### src/rtl/mem_arb_pkg.sv
// rtl/mem_arb_pkg.sv - shared types for the icache/dcache memory port arbiter
package mem_arb_pkg;

  typedef enum logic [1:0] {IDLE, ACCESS, DONE} state_t;
  typedef enum logic [1:0] {OWN_NONE, OWN_IC, OWN_DC} owner_t;

endpackage

### src/rtl/mem_arb_rr_pick.sv
// rtl/mem_arb_rr_pick.sv - combinational round-robin owner selection
module mem_arb_rr_pick
  import mem_arb_pkg::*;
(
  input  logic   ic_req,
  input  logic   dc_req,
  input  owner_t last_owner,
  output owner_t pick
);

  // On a tie the requester not served last wins; anything but DC as last favours DC.
  always_comb begin
    pick = OWN_NONE;
    if (ic_req && dc_req) begin
      pick = (last_owner == OWN_DC) ? OWN_IC : OWN_DC;
    end else if (ic_req) begin
      pick = OWN_IC;
    end else if (dc_req) begin
      pick = OWN_DC;
    end
  end

endmodule

### src/rtl/mem_port_arbiter.sv
// rtl/mem_port_arbiter.sv - shares the fixed-latency main memory between icache and dcache
module mem_port_arbiter
  import mem_arb_pkg::*;
#(
  parameter int MEM_LATENCY = 4,
  parameter int ADDR_W      = 32,
  parameter int DATA_W      = 32
) (
  input  logic              clk,
  input  logic              rst_b,
  input  logic              ic_req,
  input  logic [ADDR_W-1:0] ic_addr,
  output logic              ic_gnt,
  output logic              ic_done,
  output logic [DATA_W-1:0] ic_rdata,
  input  logic              dc_req,
  input  logic              dc_we,
  input  logic [ADDR_W-1:0] dc_addr,
  input  logic [DATA_W-1:0] dc_wdata,
  output logic              dc_gnt,
  output logic              dc_done,
  output logic [DATA_W-1:0] dc_rdata,
  output logic [ADDR_W-1:0] mem_addr,
  output logic [DATA_W-1:0] mem_wdata,
  output logic              mem_we,
  input  logic [DATA_W-1:0] mem_rdata,
  output logic              busy
);

  localparam int             CNT_W    = $clog2(MEM_LATENCY + 1);
  localparam logic [CNT_W-1:0] CNT_LAST = CNT_W'(MEM_LATENCY);
  localparam logic [CNT_W-1:0] CNT_ONE  = CNT_W'(1);

  state_t           state;
  owner_t           owner;
  owner_t           last_owner;
  owner_t           pick;
  logic [CNT_W-1:0] cnt;
  logic             wr_q;

  mem_arb_rr_pick u_pick (
    .ic_req     (ic_req),
    .dc_req     (dc_req),
    .last_owner (last_owner),
    .pick       (pick)
  );

  always_ff @(posedge clk or negedge rst_b) begin
    if (!rst_b) begin
      state      <= IDLE;
      owner      <= OWN_NONE;
      last_owner <= OWN_IC;
      cnt        <= '0;
      wr_q       <= 1'b0;
      ic_gnt     <= 1'b0;
      dc_gnt     <= 1'b0;
      ic_done    <= 1'b0;
      dc_done    <= 1'b0;
      mem_we     <= 1'b0;
      busy       <= 1'b0;
      ic_rdata   <= '0;
      dc_rdata   <= '0;
    end else begin
      ic_done <= 1'b0;
      dc_done <= 1'b0;
      mem_we  <= 1'b0;
      case (state)
        IDLE: begin
          if (pick != OWN_NONE) begin
            state      <= ACCESS;
            owner      <= pick;
            last_owner <= pick;
            cnt        <= CNT_ONE;
            wr_q       <= (pick == OWN_DC) && dc_we;
            ic_gnt     <= (pick == OWN_IC);
            dc_gnt     <= (pick == OWN_DC);
            busy       <= 1'b1;
            // A one-cycle memory makes the first ACCESS cycle also the write cycle.
            mem_we     <= (MEM_LATENCY == 1) && (pick == OWN_DC) && dc_we;
          end
        end
        ACCESS: begin
          if (cnt == CNT_LAST) begin
            state <= DONE;
            if (owner == OWN_IC) begin
              ic_rdata <= mem_rdata;
              ic_done  <= 1'b1;
            end else begin
              if (!wr_q) dc_rdata <= mem_rdata;
              dc_done <= 1'b1;
            end
          end else begin
            cnt    <= cnt + CNT_ONE;
            mem_we <= wr_q && (cnt == CNT_LAST - CNT_ONE);
          end
        end
        DONE: begin
          state  <= IDLE;
          owner  <= OWN_NONE;
          cnt    <= '0;
          wr_q   <= 1'b0;
          ic_gnt <= 1'b0;
          dc_gnt <= 1'b0;
          busy   <= 1'b0;
        end
        default: state <= IDLE;
      endcase
    end
  end

  always_comb begin
    mem_addr  = '0;
    mem_wdata = '0;
    case (owner)
      OWN_IC: mem_addr = ic_addr;
      OWN_DC: begin
        mem_addr  = dc_addr;
        mem_wdata = dc_wdata;
      end
      default: ;
    endcase
  end

endmodule

### config.mk
export PLATFORM = sky130hd
export DESIGN_NAME = mem_port_arbiter
export DESIGN_NICKNAME = d
export VERILOG_FILES = /design/src/rtl/mem_arb_pkg.sv /design/src/rtl/mem_arb_rr_pick.sv /design/src/rtl/mem_port_arbiter.sv
export SDC_FILE = /design/constraint.sdc
export NUM_CORES = 1
export LEC_CHECK = 0
export BUFFER_PORTS_ARGS = -buffer_cell sky130_fd_sc_hd__buf_2
export CORE_MARGIN = 2
export CORE_UTILIZATION = 33
export CTS_CLUSTER_DIAMETER = 30
export CTS_CLUSTER_SIZE = 16
export DETAILED_ROUTE_END_ITERATION = 10
export GPL_TIMING_DRIVEN = 0
export PLACE_DENSITY_LB_ADDON = 0.1
export SKIP_LAST_GASP = 1
export SYNTH_ARGS = -nofsm -noshare
export SYNTH_HDL_FRONTEND = slang
export SYNTH_SLANG_ARGS = --single-unit
export TNS_END_PERCENT = 50
### constraint.sdc
create_clock -name clk -period 1.6 [get_ports clk]
set_input_delay 0.16 -clock clk [delete_from_list [all_inputs] [get_ports clk]]
set_output_delay 0.16 -clock clk [all_outputs]
set_load 0.01 [all_outputs]
==> metrics.csv <==
metric,value,unit
synth-edff-count,0,
drive_gt1_share,58.7,%
seqCellArea,2000,um^2
core_region_area,11400,um^2
maxCapViolCount,0,
reg2reg_from,owner[0]$_DFFE_PN0P_,
p_leak,3.48,nW
min_period,1.84,ns
dr.pass1.iters,4,
synth_cells,396,
vias,3993,
fp.dieW,112,um
final-setup-viol-count,107,
drt_iter0_markers,139,
ys_warn_count,0,
setup.worst_path.start_class,register,
hpwl,10.9,mm
finalCritPeriodShare,115,%
gp_congestion,0.932,
fmax,544,MHz
violations,negative setup slack,
place_ws,-0.450,ns
antenna_found_initial,2,
die_y,112,um
crit_chain,ha_4 > buf_12 > buf_6 > nor3_4 > buf_12 > clkbuf_16 > mux2_2,
vdd_drop_max,0.852,mV
ant_nets,0,
cts.sinks,80,
wl_per_cell,17.1,um
p_per_area,1750,nW/um^2
grt_max_degree,42,
yosysMostFrequentCell,nand2_1,
clk_pin_slew,0.06,ns
r2r-end,dc_rdata[3]$_DFFE_PN0P_,
vias_per_cell,4.71,
cts_root_buffer,clkbuf_16,
power,11.7,mW
synth_area_leader_cell,dfrtp_1,
synth.top_cells.by_count,"nand2_1 (106), dfrtp_1 (79), nor2_1 (37)",
grt_pass1_vias,3987,
cts_made_buffers,9,
synth_area_leaders,"dfrtp_1 (51%), nand2_1 (10%), mux2_2 (8.7%)",
start_util,33.9,%
holdPathEnd,ic_rdata[18]$_DFFE_PN0P_,
io_buffers,265,
crit_path_frequent_cell,buf_12,
syn_area,3870,um^2
min_path_cells,3,
cp_slowest_stage_delay,0.43,ns
synth_top_area_share,51.1,%
reg2regPathDepth,7,
cts_tree,built,
fin_util,58.4,%
fin_tns_setup,-17.41,ns
nNetsFinal,841,
reg2reg_slack,-0.24,ns
slew-limit-headroom,64.4,%
hold_class,input pin to register,
cpMaxStageDelayCell,dfrtp_1,
grt_pass1_wl,21.3,mm
finalHoldViolations,0,
slew_viol_final,0,
synth_nets,539,
grtUsageTotal,21.8,%
worstSetupStartpoint,owner[0]$_DFFE_PN0P_,
rsz0062_at_grt,true,
post-route-drc-count,0,
cts_buffer_depth,2,
overflow,0,
status,"complete, but fails checks",
cp_max_fo,8,
clk_latency,0.33,ns
wirelength,14.5,mm
cp.arrival,2.05,ns
area_growth,72.3,%
crit_path_end_kind,register,
fillers,1066,
synthArstFlopShare,100,%
fin_skew,0.00761,ns
synth_ff_type,dfrtp_1,
synth.distinct_cells,37,
num_rows,39,
ios,267,
syn_area_per_cell,9.77,um^2
crit_type,register to register,
multi_input_comb_area,1950,um^2
fin_ws,-0.237,ns
tightest_slew,0.534,ns
cp_data_required_time,1.81,ns
cts.htree.levels,3,
synth-seq-cells,80,
synth-seq-area-share,51.8,%
min_from,mem_rdata[18],
die_area,12600,um^2
[stage by stage]
step | instances | hold slack, ns | instance area (um^2)
detailed placement | 805 | 0.179 | 5450
finish | 848 | 0.0300 | 6670
global route | 848 | 0.0299 | 6670
floorplan | 396 | -0.136 | 3920
CTS | 838 | 0.0153 | 6310
global placement | 804 | 0.363 | 5430
[where the power goes]
| group | internal [mW] | switching (mW) |
|---|---|---|
| sequential | 2.83 | 0.460 |
| clock | 1.31 | 0.843 |
| combinational | 3.14 | 3.10 |
| total | 7.28 | 4.40 |
[state kept, by name (all words and copies together), names as in the netlist]
register,cells
busy,1
cnt,3
dc_done,1
dc_gnt,1
dc_rdata,32
ic_done,1
ic_gnt,1
ic_rdata,32
last_owner,2
mem_we,1
owner,2
state,2
wr_q,1
[final cells by class]
cell class	instances	area share, %
Tap cell	143	2.68
Multi-Input combinational cell	282	29.3
Clock inverter	5	0.957
Clock buffer	11	3.79
Inverter	9	0.694
Sequential cell	80	30.0
Timing Repair Buffer	292	27.2
Buffer	24	5.25
Antenna cell	2	0.0751
[timing repair]
item / CTS / global route
buffers inserted: 14 / 2
endpoints found under the hold margin: 39 / 0
pin swaps: 10 / 8
setup endpoints to repair: 135 / 138
cloned: 3 / 6
hold buffers: 1 / 0
gates resized for setup: 101 / 58
[worst max-delay path, delay by kind of cell, from the launching register on]
family / cells / cell delay, ns
buffers and inverters: 4 / 0.60
DFF: 1 / 0.43
muxes: 1 / 0.32
adders and majority gates: 1 / 0.19
and+or+nand+nor: 1 / 0.18
[layer usage]
metal / vias up / wire (um) / global-route usage [%]
met1: 1881 / 5650 / 25.4
met4: 0 / 566 / 10.9
met3: 27 / 898 / 4.97
li1: 1934 / - / -
met5: - / 0 / 0
met2: 151 / 7430 / 37.8
[kinds of logic (layout without fill, tap and decap cells)]
family	after synthesis	count (layout)	share of synthesized area (%)
flops	80	80	51.8
other cells	0	2	0
simple gates	188	188	21.6
compound gates	50	50	9.57
fa+ha+maj	10	10	3.23
mux	34	34	9.83
buf+inv	34	341	3.98
[placed cells by master (no fill, tap or decap), types with 6 or more instances in the layout]
cell type,instances
a22oi_1,12
a22oi_2,20
and2_1,25
and2_4,7
buf_12,7
buf_2,250
buf_4,11
buf_6,26
clkbuf_16,17
clkbuf_8,7
dfrtp_1,79
inv_2,6
mux2_2,25
mux2_4,7
nand2_1,106
nor2_1,33
[worst max-delay path by stage]
stage	cells after the start	slack, ns	to
after global placement	7	-0.40	mem_addr[31]
after detailed placement	7	-0.45	mem_addr[20]
after CTS	8	-0.23	dc_rdata[9]$_DFFE_PN0P_
after global routing	6	-0.31	mem_addr[20]
final	7	-0.24	dc_rdata[3]$_DFFE_PN0P_
after floorplan	6	-0.005	dc_rdata[10]$_DFFE_PN0P_
Power figures use the tool's default switching activity.
